<file path="config.mk">
export PLATFORM = sky130hd
export DESIGN_NAME = uart_tx_arbiter
export DESIGN_NICKNAME = d
export VERILOG_FILES = /design/src/rtl/uart_tx_arbiter.sv
export SDC_FILE = /design/constraint.sdc
export NUM_CORES = 1
export LEC_CHECK = 0
export ABC_CLOCK_PERIOD_IN_PS = 1600
export BUFFER_PORTS_ARGS = -buffer_cell sky130_fd_sc_hd__clkbuf_2
export CAP_MARGIN = 20
export CORE_AREA = 2 2 65 67
export DETAILED_ROUTE_END_ITERATION = 8
export DIE_AREA = 0 0 67 69
export GPL_TIMING_DRIVEN = 0
export PLACE_DENSITY = 0.81
export RECOVER_POWER = 50
export SETUP_SLACK_MARGIN = 0.02
export SLEW_MARGIN = 40
export SYNTH_ARGS = -nofsm -noshare
export SYNTH_HDL_FRONTEND = slang
export SYNTH_SLANG_ARGS = --single-unit
export TNS_END_PERCENT = 30
</file>
<file path="constraint.sdc">
create_clock -name clk -period 1.6 [get_ports clk]
set_input_delay 0.24 -clock clk [delete_from_list [all_inputs] [get_ports clk]]
set_output_delay 0.24 -clock clk [all_outputs]
set_load 0.05 [all_outputs]
</file>
<file path="src/rtl/uart_tx_arbiter.sv">
// uart_tx_arbiter
//
// Shares a single UART transmitter between NUM_REQ byte producers. A round-robin
// arbiter picks one pending requester while idle. It latches that requester's byte
// and raises tx_start as a frame enable. The enable is held until the transmitter
// reports the end of the frame through tx_busy. The winner then gets a done pulse.
// A one-cycle gap follows every frame so the transmitter always sees tx_start low
// before the next frame begins.
//
// Ports:
//   clk          rising-edge clock
//   rst          synchronous active-high reset
//   req          per-requester level request, held until ack
//   req_data     requester i's byte at [i*DATA_W +: DATA_W]
//   ack          one-cycle pulse: byte of requester i latched
//   done         one-cycle pulse: requester i frame finished or timed out
//   err_timeout  one-cycle pulse alongside done when tx_busy never rose
//   grant_id     index of the current or last owner
//   active       high from LAUNCH through GAP
//   tx_start     registered frame enable to the transmitter
//   tx_data      latched byte, stable while active
//   tx_busy      transmitter busy status

module uart_tx_arbiter #(
    parameter int NUM_REQ      = 4,
    parameter int DATA_W       = 8,
    parameter int BUSY_TIMEOUT = 16
) (
    input  logic                       clk,
    input  logic                       rst,
    input  logic [NUM_REQ-1:0]         req,
    input  logic [NUM_REQ*DATA_W-1:0]  req_data,
    output logic [NUM_REQ-1:0]         ack,
    output logic [NUM_REQ-1:0]         done,
    output logic                       err_timeout,
    output logic [$clog2(NUM_REQ)-1:0] grant_id,
    output logic                       active,
    output logic                       tx_start,
    output logic [DATA_W-1:0]          tx_data,
    input  logic                       tx_busy
);

    localparam int IDX_W = $clog2(NUM_REQ);
    // A disabled timeout still needs a counter of at least one bit to stay legal.
    localparam int CNT_W = (BUSY_TIMEOUT > 0) ? $clog2(BUSY_TIMEOUT + 1) : 1;
    localparam logic [IDX_W:0]   NUM_REQ_W   = (IDX_W + 1)'(NUM_REQ);
    localparam logic [CNT_W-1:0] TIMEOUT_CNT = CNT_W'(BUSY_TIMEOUT);

    typedef enum logic [1:0] {
        IDLE,
        LAUNCH,
        XMIT,
        GAP
    } state_t;

    state_t             state_q, state_d;
    logic [NUM_REQ-1:0] ack_q, ack_d;
    logic [NUM_REQ-1:0] done_q, done_d;
    logic               err_q, err_d;
    logic [IDX_W-1:0]   grant_q, grant_d;
    logic               active_q, active_d;
    logic               tx_start_q, tx_start_d;
    logic [DATA_W-1:0]  tx_data_q, tx_data_d;
    logic [IDX_W-1:0]   ptr_q, ptr_d;
    logic [CNT_W-1:0]   cnt_q, cnt_d;

    logic [DATA_W-1:0]  req_bytes [NUM_REQ];
    logic               found;
    logic [IDX_W-1:0]   win;
    logic [IDX_W:0]     rr_idx;
    logic [IDX_W:0]     ptr_sum;
    logic [IDX_W-1:0]   ptr_nxt;
    logic [CNT_W-1:0]   cnt_inc;

    // Split the flat request data bus into one byte per requester.
    always_comb begin
        for (int i = 0; i < NUM_REQ; i++) begin
            req_bytes[i] = req_data[i*DATA_W +: DATA_W];
        end
    end

    // Round-robin search.
    // The scan starts at the pointer and wraps modulo NUM_REQ. The extra index bit
    // lets the sum exceed NUM_REQ before it is folded back.
    always_comb begin
        found   = 1'b0;
        win     = '0;
        rr_idx  = '0;
        for (int i = 0; i < NUM_REQ; i++) begin
            rr_idx = {1'b0, ptr_q} + (IDX_W + 1)'(i);
            if (rr_idx >= NUM_REQ_W) begin
                rr_idx = rr_idx - NUM_REQ_W;
            end
            if (!found && req[rr_idx[IDX_W-1:0]]) begin
                found = 1'b1;
                win   = rr_idx[IDX_W-1:0];
            end
        end
        ptr_sum = {1'b0, win} + (IDX_W + 1)'(1);
        ptr_nxt = (ptr_sum == NUM_REQ_W) ? '0 : ptr_sum[IDX_W-1:0];
    end

    // The busy-wait counter saturates at its maximum instead of wrapping.
    always_comb begin
        cnt_inc = (&cnt_q) ? cnt_q : cnt_q + CNT_W'(1);
    end

    // Next-state and next-output logic.
    // Every output is a flop, so each value computed here appears one edge later.
    always_comb begin
        state_d    = state_q;
        ack_d      = '0;
        done_d     = '0;
        err_d      = 1'b0;
        grant_d    = grant_q;
        active_d   = active_q;
        tx_start_d = tx_start_q;
        tx_data_d  = tx_data_q;
        ptr_d      = ptr_q;
        cnt_d      = cnt_q;
        case (state_q)
            IDLE: begin
                if (found) begin
                    ack_d[win] = 1'b1;
                    grant_d    = win;
                    tx_data_d  = req_bytes[win];
                    tx_start_d = 1'b1;
                    active_d   = 1'b1;
                    ptr_d      = ptr_nxt;
                    cnt_d      = '0;
                    state_d    = LAUNCH;
                end
            end
            LAUNCH: begin
                tx_start_d = 1'b1;
                if (tx_busy) begin
                    state_d = XMIT;
                end else begin
                    cnt_d = cnt_inc;
                    if ((BUSY_TIMEOUT != 0) && (cnt_inc == TIMEOUT_CNT)) begin
                        tx_start_d       = 1'b0;
                        done_d[grant_q]  = 1'b1;
                        err_d            = 1'b1;
                        state_d          = GAP;
                    end
                end
            end
            XMIT: begin
                tx_start_d = 1'b1;
                if (!tx_busy) begin
                    tx_start_d      = 1'b0;
                    done_d[grant_q] = 1'b1;
                    state_d         = GAP;
                end
            end
            GAP: begin
                tx_start_d = 1'b0;
                active_d   = 1'b0;
                state_d    = IDLE;
            end
            default: begin
                state_d = IDLE;
            end
        endcase
    end

    // State and output registers. A synchronous reset overrides everything else.
    always_ff @(posedge clk) begin
        if (rst) begin
            state_q    <= IDLE;
            ack_q      <= '0;
            done_q     <= '0;
            err_q      <= 1'b0;
            grant_q    <= '0;
            active_q   <= 1'b0;
            tx_start_q <= 1'b0;
            tx_data_q  <= '0;
            ptr_q      <= '0;
            cnt_q      <= '0;
        end else begin
            state_q    <= state_d;
            ack_q      <= ack_d;
            done_q     <= done_d;
            err_q      <= err_d;
            grant_q    <= grant_d;
            active_q   <= active_d;
            tx_start_q <= tx_start_d;
            tx_data_q  <= tx_data_d;
            ptr_q      <= ptr_d;
            cnt_q      <= cnt_d;
        end
    end

    assign ack         = ack_q;
    assign done        = done_q;
    assign err_timeout = err_q;
    assign grant_id    = grant_q;
    assign active      = active_q;
    assign tx_start    = tx_start_q;
    assign tx_data     = tx_data_q;

endmodule
</file>
==> impl_metrics.prom, run 1 <==
# TYPE chip_impl_metric gauge
chip_impl_info{name="layout.cells.most_common_list",value="sky130_fd_sc_hd__clkbuf_2, sky130_fd_sc_hd__dfxtp_1, sky130_fd_sc_hd__mux2i_1, sky130_fd_sc_hd__clkbuf_1"} 1
chip_impl_metric{name="worst_skew_pair_latency",unit="ps"} 280
chip_impl_metric{name="global_route.overflow_total",unit=""} 0
chip_impl_metric{name="post-route-cell-area",unit="sq mm"} 0.00224
chip_impl_metric{name="grt.total_usage",unit="%"} 18.5
chip_impl_metric{name="detailedRoute.firstIterationViolations",unit=""} 65
chip_impl_metric{name="gpl.final_weighted_congestion",unit=""} 0.843
chip_impl_info{name="synth_top_family_by_area",value="simple AND/OR/NAND/NOR gates"} 1
chip_impl_metric{name="post-route-drc-count",unit=""} 0
chip_impl_metric{name="synth-seq-area-share",unit="%"} 36.0
chip_impl_metric{name="power_switching",unit="mW"} 1.84
chip_impl_info{name="cts-root-buf",value="sky130_fd_sc_hd__clkbuf_8"} 1
chip_impl_metric{name="power.static_leakage",unit="nW"} 0.996
chip_impl_metric{name="grt_pass1_vias",unit=""} 1515
chip_impl_metric{name="clkSinkCount",unit=""} 30
chip_impl_metric{name="antenna_found_initial",unit=""} 0
chip_impl_metric{name="report.final.slew_viol_count",unit=""} 0
chip_impl_metric{name="drt_pass1_iterations",unit=""} 4
chip_impl_metric{name="cts-buffers-inserted",unit=""} 5
chip_impl_info{name="cp-end-kind",value="flop"} 1
chip_impl_metric{name="worstRegToRegCells",unit=""} 6
chip_impl_metric{name="worst-r2r-setup-slack",unit="ps"} -160
chip_impl_info{name="violations_in_the_final_reports",value="setup timing"} 1
chip_impl_metric{name="synthesis.area_per_instance",unit="sq um"} 9.70
chip_impl_metric{name="timing.final.hold_violations",unit=""} 0
chip_impl_metric{name="dpl-instance-area",unit="sq mm"} 0.00206
chip_impl_info{name="layout.cells.most_common",value="sky130_fd_sc_hd__clkbuf_2"} 1
chip_impl_metric{name="coreArea",unit="sq mm"} 0.00391
chip_impl_metric{name="clkSlewWorstSetupHoldPaths",unit="ps"} 60
chip_impl_info{name="run_status",value="finished with violations"} 1
chip_impl_info{name="synth_area_leaders",value="sky130_fd_sc_hd__dfxtp_1, sky130_fd_sc_hd__mux2i_1, sky130_fd_sc_hd__ha_1"} 1
chip_impl_metric{name="die_area",unit="sq mm"} 0.00462
chip_impl_metric{name="powerDensity",unit="mW/mm^2"} 1790
chip_impl_metric{name="relSlewSlack",unit="%"} 59.3
chip_impl_metric{name="die_w",unit="microns"} 67
chip_impl_metric{name="critPathArrivalTime",unit="ps"} 1950
chip_impl_metric{name="post_route_cells_drive_above_1_share",unit="%"} 35.7
chip_impl_metric{name="synth_warnings",unit=""} 0
chip_impl_metric{name="synth.cell_area",unit="sq mm"} 0.00167
chip_impl_metric{name="fin_nets",unit=""} 292
chip_impl_metric{name="clock_share_of_power",unit="%"} 15.5
chip_impl_metric{name="hold-worst-slack",unit="ps"} 267
chip_impl_metric{name="max-cap-violations",unit=""} 0
chip_impl_metric{name="number_of_failing_setup_endpoints_in_the_final_timing_report",unit=""} 12
chip_impl_info{name="cts_tree",value="built"} 1
chip_impl_metric{name="routed_wire_length_per_instance",unit="microns"} 13.6
chip_impl_metric{name="mappedNetlistNets",unit=""} 221
chip_impl_metric{name="number_of_standard_cells_after_synthesis",unit=""} 172
chip_impl_info{name="grt_setup_unrepaired",value="yes"} 1
chip_impl_metric{name="hold_buffers",unit=""} 0
chip_impl_metric{name="finalClockSkew",unit="ps"} 6.00
chip_impl_metric{name="post_synth_fa_ha_maj_area_fraction",unit="%"} 7.50
chip_impl_metric{name="synth_xor_area_share",unit="%"} 0
chip_impl_info{name="launching_element_type_of_the_critical_path",value="flop"} 1
chip_impl_metric{name="synth_seq_cells",unit=""} 30
chip_impl_info{name="synth_ff_type",value="sky130_fd_sc_hd__dfxtp_1"} 1
chip_impl_metric{name="final.period_utilization",unit="%"} 110
chip_impl_metric{name="number_of_routed_nets_with_antenna_violations",unit=""} 0
chip_impl_info{name="hold_path.startpoint",value="req_data[4]"} 1
chip_impl_metric{name="std_cell_rows",unit=""} 23
chip_impl_metric{name="synth_top_cell_area_share",unit="%"} 36.0
chip_impl_metric{name="worst_hold_path.num_cells",unit=""} 3
chip_impl_metric{name="die_height",unit="microns"} 69
chip_impl_info{name="timing.rr.end",value="state_q[0]$_SDFFE_PP0P_"} 1
chip_impl_metric{name="swShare",unit="%"} 45.8
chip_impl_metric{name="comb_power_share",unit="%"} 56.1
chip_impl_metric{name="io_pins",unit=""} 60
chip_impl_metric{name="critical_path_peak_fanout",unit=""} 4
chip_impl_metric{name="h-tree-depth",unit=""} 2
chip_impl_metric{name="finalWorstPathRequiredPeriod",unit="ps"} 1760
chip_impl_info{name="synthDominantAreaCellType",value="sky130_fd_sc_hd__dfxtp_1"} 1
chip_impl_metric{name="irDropWorstVdd",unit="uV"} 1130
chip_impl_metric{name="diodes",unit=""} 0
chip_impl_metric{name="place_worst_setup_slack",unit="ps"} -332
chip_impl_metric{name="largest_net_degree_at_the_start_of_global_routing",unit=""} 12
chip_impl_metric{name="ys_async_sr_fraction",unit="%"} 0
chip_impl_metric{name="dpl.hpwl",unit="microns"} 2990
chip_impl_metric{name="worst_ep_required_time",unit="ps"} 1800
chip_impl_metric{name="synth-edff-count",unit=""} 0
chip_impl_metric{name="clock.fmax",unit="MHz"} 569
chip_impl_metric{name="postRouteWirelength",unit="microns"} 3990
chip_impl_metric{name="ctsLongestPathBuffers",unit=""} 2
chip_impl_metric{name="grt_first_pass_wirelength",unit="microns"} 6670
chip_impl_metric{name="synth_compound_area_share",unit="%"} 17.2
chip_impl_metric{name="synth_simple_gate_area_share",unit="%"} 20.5
chip_impl_metric{name="start_util",unit="%"} 42.6
chip_impl_info{name="path_class",value="reg2reg"} 1
chip_impl_metric{name="synth_cell_types",unit=""} 44
chip_impl_metric{name="dr_total_vias",unit=""} 1545
chip_impl_metric{name="tightest_slew",unit="ps"} 613
chip_impl_info{name="hold_end",value="tx_data[4]$_SDFFE_PP0P_"} 1
chip_impl_metric{name="buffer_ports.inserted",unit=""} 59
chip_impl_metric{name="via_per_inst",unit=""} 5.26
chip_impl_metric{name="cell_internal_pwr",unit="mW"} 2.17
chip_impl_metric{name="synth.mux.area_fraction",unit="%"} 13.5
chip_impl_metric{name="postLayoutSetupSlackWorst",unit="ps"} -158
chip_impl_metric{name="area_growth_syn_to_layout",unit="%"} 34.3
chip_impl_metric{name="power.share.sequential",unit="%"} 28.4
chip_impl_info{name="r2r_start",value="cnt_q[1]$_SDFFE_PP0P_"} 1
chip_impl_info{name="min_path_type",value="in2reg"} 1
==> sequential cells by signal, indices dropped and copies added (netlist names) <==
| name | count |
|---|---|
| ack | 4 |
| active | 1 |
| cnt_q | 5 |
| done | 4 |
| err_timeout | 1 |
| grant_id | 2 |
| ptr_q | 2 |
| state_q | 2 |
| tx_data | 8 |
| tx_start | 1 |
==> metrics by stage <==
step	util [%]	total power, mW	instances	setup TNS (ps)
after global placement	52.7	3.12	281	-3450
after floorplan	-	2.71	172	-143
final	57.3	4.01	294	-882
after CTS	57.5	4.02	294	-575
after global routing	57.3	4.27	294	-2350
after detailed placement	52.7	3.17	281	-4290
==> worst max-delay path, cell delays in order (launching register included) <==
cell and delay (ps):
sky130_fd_sc_hd__dfxtp_4 350, sky130_fd_sc_hd__ha_4 260, sky130_fd_sc_hd__and2b_1 170, sky130_fd_sc_hd__mux2_4 280, sky130_fd_sc_hd__and2_4 170, sky130_fd_sc_hd__a21bo_4 220, sky130_fd_sc_hd__a221oi_2 220
==> Yosys cell counts (all sizes together) (2+ instances only) <==
library cell,count
nor2,11
nor4b,2
a211oi,4
buf,4
nand3b,6
nor4,2
dfxtp,30
nand3,5
nand2b,7
a31oi,2
and2,5
inv,10
mux2i,21
a21oi,7
nand2,12
nor3,2
o221ai,8
and3,2
ha,10
a221oi,2
a22oi,4
==> kinds of logic (layout without fill, tap and decap cells) <==
logic type,count (synthesis),after routing
compound gates,36,36
simple gates,58,58
buf+inv,16,88
mux,22,22
flops,30,30
fa+ha+maj,10,10
==> timing repair <==
| action | CTS | global route |
|---|---|---|
| endpoints found under the setup margin | 25 | 21 |
| gates resized for setup | 18 | 3 |
| gates cloned | 0 | 0 |
| pin swaps | 1 | 2 |
| setup buffers | 5 | 0 |
==> how the worst max path moves through the flow <==
stage	start	end	slack, ps
global route	cnt_q[1]$_SDFFE_PP0P_	state_q[0]$_SDFFE_PP0P_	-220
detailed placement	state_q[0]$_SDFFE_PP0P_	tx_data[6]$_SDFFE_PP0P_	-330
CTS	cnt_q[1]$_SDFFE_PP0P_	state_q[0]$_SDFFE_PP0P_	-160
global placement	state_q[0]$_SDFFE_PP0P_	tx_data[7]$_SDFFE_PP0P_	-260
floorplan	cnt_q[0]$_SDFFE_PP0P_	state_q[0]$_SDFFE_PP0P_	-80
finish	cnt_q[1]$_SDFFE_PP0P_	state_q[0]$_SDFFE_PP0P_	-160
==> power groups by stage <==
| stage | sequential (mW) | clock [mW] | combinational, mW |
|---|---|---|---|
| after global routing | 1.17 | 0.673 | 2.43 |
| after floorplan | 1.64 | 0 | 1.07 |
| after detailed placement | 1.14 | 0 | 2.03 |
| after CTS | 1.13 | 0.640 | 2.25 |
| after global placement | 1.14 | 0 | 1.99 |
| final | 1.14 | 0.624 | 2.25 |
==> area by class of cell <==
type                       count  area [sq um]
buffer                         6          66.3
clock buffer                   7          86.3
clock inverter                 1          5.00
fill                         372          1670
inverter                      10          40.0
multi-input combinational    126          1050
sequential                    30           612
tap                           50          62.6
timing repair buffer          64           318
==> layer usage <==
metal	part of all wire [%]	GRT usage, %
met5	0	0
met4	2.4	8.62
met3	4.2	4.89
met2	51	30.3
met1	43	22.0
(Power assumes the default switching activity.)
==> inputs of run 2 (changes only) <==
--- a/config.mk
+++ b/config.mk
@@ -14,7 +14,7 @@
 export GPL_TIMING_DRIVEN = 0
 export PLACE_DENSITY = 0.81
 export RECOVER_POWER = 50
-export SETUP_SLACK_MARGIN = 0.02
+export SETUP_SLACK_MARGIN = 0.4
 export SLEW_MARGIN = 40
 export SYNTH_ARGS = -nofsm -noshare
 export SYNTH_HDL_FRONTEND = slang
==> impl_metrics.prom, run 2 (synthesis gave the netlist of run 1 again) <==
# TYPE chip_impl_metric gauge
chip_impl_info{name="violations_in_the_final_reports",value="setup timing"} 1
chip_impl_info{name="path_class",value="reg2reg"} 1
chip_impl_metric{name="powerDensity",unit="mW/mm^2"} 1890
chip_impl_metric{name="finalWorstPathRequiredPeriod",unit="ps"} 1760
chip_impl_info{name="cp-end-kind",value="flop"} 1
chip_impl_metric{name="gpl.final_weighted_congestion",unit=""} 0.810
chip_impl_info{name="hold_path.startpoint",value="req_data[4]"} 1
chip_impl_info{name="cts_tree",value="built"} 1
chip_impl_metric{name="grt_first_pass_wirelength",unit="microns"} 6870
chip_impl_metric{name="dr_total_vias",unit=""} 1736
chip_impl_info{name="grt_setup_unrepaired",value="yes"} 1
chip_impl_metric{name="grtUsageMet2",unit="%"} 32.1
chip_impl_metric{name="clock_share_of_power",unit="%"} 13.5
chip_impl_metric{name="filler_cell_count",unit=""} 286
chip_impl_info{name="timing.rr.end",value="state_q[1]$_SDFFE_PP0P_"} 1
chip_impl_metric{name="routed_wire_length_per_instance",unit="microns"} 17.0
chip_impl_metric{name="timing.final.hold_violations",unit=""} 0
chip_impl_metric{name="max-cap-violations",unit=""} 0
chip_impl_metric{name="start_util",unit="%"} 42.6
chip_impl_metric{name="comb_power_share",unit="%"} 62.6
chip_impl_metric{name="gr-usage-met1",unit="%"} 23.3
chip_impl_metric{name="finalClockSkew",unit="ps"} 6.45
chip_impl_metric{name="global_route.overflow_total",unit=""} 0
chip_impl_metric{name="critical_path_peak_fanout",unit=""} 2
chip_impl_metric{name="detailedRoute.firstIterationViolations",unit=""} 165
chip_impl_metric{name="report.final.slew_viol_count",unit=""} 0
chip_impl_info{name="cpLargestDelayFamily",value="multiplexers"} 1
chip_impl_metric{name="worst_ep_required_time",unit="ps"} 1780
chip_impl_metric{name="grt_use_met3",unit="%"} 4.40
chip_impl_metric{name="h-tree-depth",unit=""} 2
chip_impl_metric{name="die_height",unit="microns"} 69
chip_impl_metric{name="post_route_cells_drive_above_1_share",unit="%"} 47.7
chip_impl_metric{name="tightest_slew",unit="ps"} 626
chip_impl_metric{name="via_per_inst",unit=""} 5.56
chip_impl_metric{name="relSlewSlack",unit="%"} 58.5
chip_impl_metric{name="die_area",unit="sq mm"} 0.00462
chip_impl_metric{name="postLayoutSetupSlackWorst",unit="ps"} -159
chip_impl_metric{name="drt_pass1_iterations",unit=""} 5
chip_impl_metric{name="dpl.hpwl",unit="microns"} 2980
chip_impl_info{name="timing.critical_path.slowest_stage_cell",value="sky130_fd_sc_hd__dfxtp_4"} 1
chip_impl_metric{name="power.share.sequential",unit="%"} 23.9
chip_impl_metric{name="worst-r2r-setup-slack",unit="ps"} -160
chip_impl_metric{name="layout.core_utilization",unit="%"} 65.9
chip_impl_metric{name="ctsLongestPathBuffers",unit=""} 2
chip_impl_metric{name="largest_net_degree_at_the_start_of_global_routing",unit=""} 12
chip_impl_metric{name="fin_nets",unit=""} 310
chip_impl_metric{name="worst_skew_pair_latency",unit="ps"} 290
chip_impl_metric{name="grt_pass1_vias",unit=""} 1498
chip_impl_info{name="layout.cells.most_common_list",value="sky130_fd_sc_hd__clkbuf_2, sky130_fd_sc_hd__dfxtp_1, sky130_fd_sc_hd__buf_4, sky130_fd_sc_hd__clkbuf_1, sky130_fd_sc_hd__mux2i_1"} 1
chip_impl_info{name="launching_element_type_of_the_critical_path",value="flop"} 1
chip_impl_metric{name="coreArea",unit="sq mm"} 0.00391
chip_impl_metric{name="grt.total_usage",unit="%"} 19.2
chip_impl_metric{name="worstPathBufferInverterCount",unit=""} 1
chip_impl_info{name="layout.cells.most_common",value="sky130_fd_sc_hd__clkbuf_2"} 1
chip_impl_info{name="run_status",value="finished with violations"} 1
chip_impl_metric{name="buffer_ports.inserted",unit=""} 59
chip_impl_metric{name="clkSlewWorstSetupHoldPaths",unit="ps"} 60
chip_impl_metric{name="critPathArrivalTime",unit="ps"} 1940
chip_impl_info{name="globalRoute.busiestLayer",value="met2"} 1
chip_impl_metric{name="hold-worst-slack",unit="ps"} 259
chip_impl_metric{name="antenna_found_initial",unit=""} 0
chip_impl_metric{name="irDropWorstVdd",unit="uV"} 1210
chip_impl_metric{name="final.period_utilization",unit="%"} 110
chip_impl_metric{name="diodes",unit=""} 0
chip_impl_metric{name="post-route-drc-count",unit=""} 0
chip_impl_metric{name="io_pins",unit=""} 60
chip_impl_metric{name="postRouteWirelength",unit="microns"} 5310
chip_impl_info{name="r2r_start",value="cnt_q[1]$_SDFFE_PP0P_"} 1
chip_impl_metric{name="cts-buffers-inserted",unit=""} 5
chip_impl_metric{name="worstRegToRegCells",unit=""} 7
chip_impl_metric{name="std_cell_rows",unit=""} 23
chip_impl_metric{name="number_of_failing_setup_endpoints_in_the_final_timing_report",unit=""} 10
chip_impl_metric{name="number_of_routed_nets_with_antenna_violations",unit=""} 0
chip_impl_metric{name="critPathMaxStageDelay",unit="ps"} 350
chip_impl_metric{name="power.static_leakage",unit="nW"} 1.12
chip_impl_info{name="cts-root-buf",value="sky130_fd_sc_hd__clkbuf_8"} 1
chip_impl_metric{name="area_growth_syn_to_layout",unit="%"} 54.6
chip_impl_info{name="hold_end",value="tx_data[4]$_SDFFE_PP0P_"} 1
chip_impl_metric{name="die_w",unit="microns"} 67
chip_impl_metric{name="swShare",unit="%"} 45.6
chip_impl_info{name="cp_cell_sequence",value="ha_4, and2b_1, mux2_4, and2_4, a21bo_4, buf_4, mux2i_1"} 1
chip_impl_info{name="min_path_type",value="in2reg"} 1
chip_impl_metric{name="cell_internal_pwr",unit="mW"} 2.65
chip_impl_metric{name="worst_hold_path.num_cells",unit=""} 3
chip_impl_metric{name="flip_flop_count_of_the_largest_register_after_layout",unit=""} 8
chip_impl_metric{name="power_switching",unit="mW"} 2.22
chip_impl_metric{name="clock.fmax",unit="MHz"} 568
chip_impl_metric{name="clkSinkCount",unit=""} 30
[run 2: worst max path at each step]
| stage | cells after the start | slack (ps) | from | end |
|---|---|---|---|---|
| after global placement | 7 | -250 | state_q[0]$_SDFFE_PP0P_ | tx_data[6]$_SDFFE_PP0P_ |
| after detailed placement | 7 | -350 | state_q[0]$_SDFFE_PP0P_ | tx_data[6]$_SDFFE_PP0P_ |
| after floorplan | 6 | -80 | cnt_q[0]$_SDFFE_PP0P_ | state_q[0]$_SDFFE_PP0P_ |
| final | 7 | -160 | cnt_q[1]$_SDFFE_PP0P_ | state_q[1]$_SDFFE_PP0P_ |
| after CTS | 6 | -120 | state_q[0]$_SDFFE_PP0P_ | cnt_q[1]$_SDFFE_PP0P_ |
| after global routing | 6 | -210 | cnt_q[1]$_SDFFE_PP0P_ | state_q[0]$_SDFFE_PP0P_ |
[run 2: area by class of cell]
type | count | area [sq um] | share of cell area, %
well taps | 50 | 62.6 | 2.42
plain buffers | 6 | 72.6 | 2.81
flip-flops and latches | 30 | 618 | 24.0
multi-input cells | 126 | 1190 | 46.2
clock inverters | 1 | 5.00 | 0.194
inverters | 10 | 45.0 | 1.75
repair buffers | 82 | 499 | 19.4
clock buffers | 7 | 86.3 | 3.35
[run 2: per-stage QoR]
stage	std cells	area, sq um	TNS (ps)	setup WS [ps]	power, mW
floorplan	172	1710	-143	-79.5	2.71
finish	312	2580	-827	-159	4.87
CTS	296	2290	-860	-125	4.12
global route	312	2580	-1730	-209	5.07
global placement	281	2060	-3320	-253	3.13
detailed placement	281	2060	-4690	-354	3.18
[run 2: metal layers]
metal  vias up  share of wire, %
met3        15               5.5
met1       829                40
met5         -                 0
met2        78                52
li1        814                 -
met4         0               2.1
[run 2: what timing repair did]
action,in CTS,in global routing
cloned,0,1
buffers inserted,7,15
gates resized for setup,24,44
hold buffers,0,0
setup endpoints to repair,32,33
pin swaps,5,21
[run 2: power groups by stage]
stage	logic (mW)	registers, mW	clock network, mW
detailed placement	2.04	1.15	0
finish	3.05	1.17	0.657
CTS	2.34	1.13	0.645
floorplan	1.07	1.64	0
global route	3.20	1.19	0.677
global placement	1.99	1.14	0
[run 2: worst register-to-register path: stages (launching register included)]
cell                      delay (ps)
sky130_fd_sc_hd__dfxtp_4         350
sky130_fd_sc_hd__ha_4            260
sky130_fd_sc_hd__and2b_1         160
sky130_fd_sc_hd__mux2_4          260
sky130_fd_sc_hd__and2_4          160
sky130_fd_sc_hd__a21bo_4         210
sky130_fd_sc_hd__buf_4           130
sky130_fd_sc_hd__mux2i_1         110
==> inputs of run 3 (changes only) <==
--- a/config.mk
+++ b/config.mk
@@ -8,15 +8,16 @@
 export ABC_CLOCK_PERIOD_IN_PS = 1600
 export BUFFER_PORTS_ARGS = -buffer_cell sky130_fd_sc_hd__clkbuf_2
 export CAP_MARGIN = 20
-export CORE_AREA = 2 2 65 67
+export CORE_AREA = 2 2 64 66
+export CTS_BUF_LIST = sky130_fd_sc_hd__clkbuf_4
 export DETAILED_ROUTE_END_ITERATION = 8
-export DIE_AREA = 0 0 67 69
+export DIE_AREA = 0 0 66 68
 export GPL_TIMING_DRIVEN = 0
-export PLACE_DENSITY = 0.81
+export PLACE_DENSITY = 0.83
 export RECOVER_POWER = 50
 export SETUP_SLACK_MARGIN = 0.4
 export SLEW_MARGIN = 40
 export SYNTH_ARGS = -nofsm -noshare
 export SYNTH_HDL_FRONTEND = slang
 export SYNTH_SLANG_ARGS = --single-unit
-export TNS_END_PERCENT = 30
+export TNS_END_PERCENT = 10
==> impl_metrics.prom, run 3 (synthesis gave the netlist of run 1 again) <==
# TYPE chip_impl_metric gauge
chip_impl_info{name="run_status",value="finished with violations"} 1
chip_impl_info{name="violations_in_the_final_reports",value="setup timing"} 1
chip_impl_metric{name="relSlewSlack",unit="%"} 58.3
chip_impl_info{name="setup.worst_path.start",value="cnt_q[0]$_SDFFE_PP0P_"} 1
chip_impl_metric{name="detailedRoute.firstIterationViolations",unit=""} 68
chip_impl_info{name="layout.cells.most_common_list",value="sky130_fd_sc_hd__clkbuf_2, sky130_fd_sc_hd__dfxtp_1, sky130_fd_sc_hd__mux2i_1, sky130_fd_sc_hd__clkbuf_1"} 1
chip_impl_metric{name="start_util",unit="%"} 43.3
chip_impl_info{name="timing.rr.end",value="state_q[0]$_SDFFE_PP0P_"} 1
chip_impl_metric{name="filler_cell_count",unit=""} 342
chip_impl_metric{name="clkSlewWorstSetupHoldPaths",unit="ps"} 90
chip_impl_metric{name="register_area",unit="sq um"} 616
chip_impl_metric{name="final.period_utilization",unit="%"} 110
chip_impl_metric{name="powerDensity",unit="mW/mm^2"} 1740
chip_impl_metric{name="tightest_slew",unit="ps"} 629
chip_impl_info{name="path_class",value="reg2reg"} 1
chip_impl_metric{name="max-cap-violations",unit=""} 0
chip_impl_metric{name="report.final.slew_viol_count",unit=""} 0
chip_impl_metric{name="dpl.hpwl",unit="microns"} 2880
chip_impl_info{name="setup.worst_path.end",value="state_q[0]$_SDFFE_PP0P_"} 1
chip_impl_metric{name="postRouteWirelength",unit="microns"} 4210
chip_impl_info{name="cp_cell_sequence",value="ha_4, and2b_1, mux2_4, and2_4, a21bo_4, a221oi_2"} 1
chip_impl_info{name="timing.critical_path.slowest_stage_cell",value="sky130_fd_sc_hd__dfxtp_4"} 1
chip_impl_metric{name="irDropWorstVdd",unit="uV"} 1040
chip_impl_metric{name="tns",unit="ps"} -797
chip_impl_metric{name="finalWorstPathRequiredPeriod",unit="ps"} 1760
chip_impl_metric{name="layout.core_utilization",unit="%"} 58.8
chip_impl_metric{name="worstPathBufferInverterCount",unit=""} 0
chip_impl_metric{name="multiInputGateArea",unit="sq mm"} 0.00107
chip_impl_metric{name="final_cell_count_no_fill",unit=""} 296
chip_impl_metric{name="coreArea",unit="sq mm"} 0.00386
chip_impl_metric{name="die_area",unit="sq mm"} 0.00449
chip_impl_metric{name="fin_nets",unit=""} 294
chip_impl_metric{name="area_growth_syn_to_layout",unit="%"} 35.8
chip_impl_metric{name="number_of_routed_nets_with_antenna_violations",unit=""} 0
chip_impl_metric{name="grt.total_usage",unit="%"} 18.7
chip_impl_metric{name="power.static_leakage",unit="nW"} 1.03
chip_impl_metric{name="post_route_cells_drive_above_1_share",unit="%"} 38.2
chip_impl_metric{name="timing.final.hold_violations",unit=""} 0
chip_impl_metric{name="drt_pass1_iterations",unit=""} 4
chip_impl_metric{name="ctsLongestPathBuffers",unit=""} 2
chip_impl_metric{name="clkSinkCount",unit=""} 30
chip_impl_metric{name="worst_ep_required_time",unit="ps"} 1860
chip_impl_metric{name="critical_path_cell_count",unit=""} 6
chip_impl_metric{name="routed_wire_length_per_instance",unit="microns"} 14.2
chip_impl_metric{name="grt_first_pass_wirelength",unit="microns"} 6290
chip_impl_metric{name="io_pins",unit=""} 60
chip_impl_metric{name="post-route-drc-count",unit=""} 0
chip_impl_metric{name="die_height",unit="microns"} 68
chip_impl_metric{name="worstRegToRegCells",unit=""} 6
chip_impl_metric{name="clock.fmax",unit="MHz"} 568
chip_impl_info{name="min_path_type",value="in2reg"} 1
chip_impl_metric{name="postLayoutSetupSlackWorst",unit="ps"} -160
chip_impl_metric{name="worst-r2r-setup-slack",unit="ps"} -160
chip_impl_metric{name="std_cell_rows",unit=""} 23
chip_impl_metric{name="dr_total_vias",unit=""} 1598
chip_impl_metric{name="buffer_ports.inserted",unit=""} 59
chip_impl_metric{name="largest_net_degree_at_the_start_of_global_routing",unit=""} 12
chip_impl_metric{name="critPathMaxStageDelay",unit="ps"} 360
chip_impl_metric{name="via_per_inst",unit=""} 5.40
chip_impl_metric{name="finalClockSkew",unit="ps"} 4.25
chip_impl_metric{name="critPathArrivalTime",unit="ps"} 2020
chip_impl_info{name="grt_setup_unrepaired",value="yes"} 1
chip_impl_info{name="layout.cells.most_common",value="sky130_fd_sc_hd__clkbuf_2"} 1
chip_impl_metric{name="h-tree-depth",unit=""} 2
chip_impl_metric{name="dpl-instance-area",unit="sq mm"} 0.00206
chip_impl_metric{name="post-route-cell-area",unit="sq mm"} 0.00227
chip_impl_metric{name="global_route.overflow_total",unit=""} 0
chip_impl_metric{name="grt_pass1_vias",unit=""} 1365
chip_impl_info{name="cts-root-buf",value="sky130_fd_sc_hd__clkbuf_4"} 1
chip_impl_metric{name="number_of_failing_setup_endpoints_in_the_final_timing_report",unit=""} 17
chip_impl_info{name="r2r_start",value="cnt_q[0]$_SDFFE_PP0P_"} 1
chip_impl_metric{name="cts-buffers-inserted",unit=""} 5
chip_impl_metric{name="antenna_found_initial",unit=""} 0
chip_impl_metric{name="diodes",unit=""} 0
chip_impl_metric{name="worst_skew_pair_latency",unit="ps"} 340
chip_impl_info{name="launching_element_type_of_the_critical_path",value="flop"} 1
chip_impl_metric{name="die_w",unit="microns"} 66
chip_impl_info{name="cts_tree",value="built"} 1
chip_impl_metric{name="gpl.final_weighted_congestion",unit=""} 0.773
chip_impl_info{name="cp-end-kind",value="flop"} 1
chip_impl_metric{name="post_placement_cell_count",unit=""} 281
chip_impl_info{name="cpLargestDelayFamily",value="compound AO/OA/AOI/OAI gates"} 1
chip_impl_metric{name="flip_flop_count_of_the_largest_register_after_layout",unit=""} 8
chip_impl_metric{name="critical_path_peak_fanout",unit=""} 3
==> run 3: cell count changes in the layout (fill, tap and decap cells not counted), moves of 3 or more <==
cell,previous run,this run
sky130_fd_sc_hd__buf_4,19,7
sky130_fd_sc_hd__clkbuf_4,0,6
sky130_fd_sc_hd__buf_6,6,1
sky130_fd_sc_hd__clkbuf_1,18,13
sky130_fd_sc_hd__clkbuf_8,7,2
sky130_fd_sc_hd__mux2i_1,15,20
sky130_fd_sc_hd__clkbuf_2,39,43
sky130_fd_sc_hd__mux2i_4,4,0
sky130_fd_sc_hd__o221ai_1,5,8
sky130_fd_sc_hd__o221ai_2,3,0
==> run 3: worst min path at each step <==
stage | end | start | cells past startpoint | slack [ps]
2_1_floorplan | tx_data[1]$_SDFFE_PP0P_ | req_data[9] | 2 | 440
3_3_place_gp | tx_data[1]$_SDFFE_PP0P_ | tx_data[1]$_SDFFE_PP0P_ | 2 | 470
3_5_place_dp | tx_data[0]$_SDFFE_PP0P_ | tx_data[0]$_SDFFE_PP0P_ | 2 | 480
4_1_cts | tx_data[5]$_SDFFE_PP0P_ | req_data[5] | 3 | 200
5_1_grt | tx_data[5]$_SDFFE_PP0P_ | req_data[5] | 3 | 210
6_report | tx_data[5]$_SDFFE_PP0P_ | req_data[5] | 3 | 200
==> run 3: final cells by class <==
class / instances / area share (%)
multi-input combinational: 126 / 47.3
tap: 50 / 2.76
timing repair buffer: 66 / 15.8
sequential: 30 / 27.2
clock inverter: 2 / 0.387
inverter: 10 / 1.77
buffer: 6 / 2.82
clock buffer: 6 / 1.99
==> run 3: layer usage <==
layer / part of all wire [%] / GRT usage, %
met1: 42 / 21.8
met3: 4.6 / 4.28
met4: 2.2 / 9.44
met2: 51 / 32.3
met5: 0 / 0
==> run 3: through the flow <==
step	power, mW	setup WS [ps]	hold WS, ps
detailed placement	3.16	-335	480
global route	4.19	-210	209
finish	3.95	-160	202
CTS	3.87	-151	200
floorplan	2.71	-79.5	440
global placement	3.13	-253	471
==> run 3: report_power, final <==
part	leakage [nW]	switching (mW)	total, mW	internal [mW]
combinational	0.753	1.44	2.36	0.918
sequential	0.249	0.174	1.15	0.975
clock	0.0331	0.263	0.445	0.181
==> run 3: worst register-to-register path, stage by stage (launching register included) <==
cell                       delay, ps
sky130_fd_sc_hd__dfxtp_4         360
sky130_fd_sc_hd__ha_4            260
sky130_fd_sc_hd__and2b_1         170
sky130_fd_sc_hd__mux2_4          270
sky130_fd_sc_hd__and2_4          170
sky130_fd_sc_hd__a21bo_4         220
sky130_fd_sc_hd__a221oi_2        220
==> run 3: timing repair <==
action,4_1_cts,5_1_grt
hold buffers,0,0
setup buffers,5,2
endpoints found under the hold margin,0,0
pin swaps,3,5
resized for setup,26,22
endpoints found under the setup margin,40,40
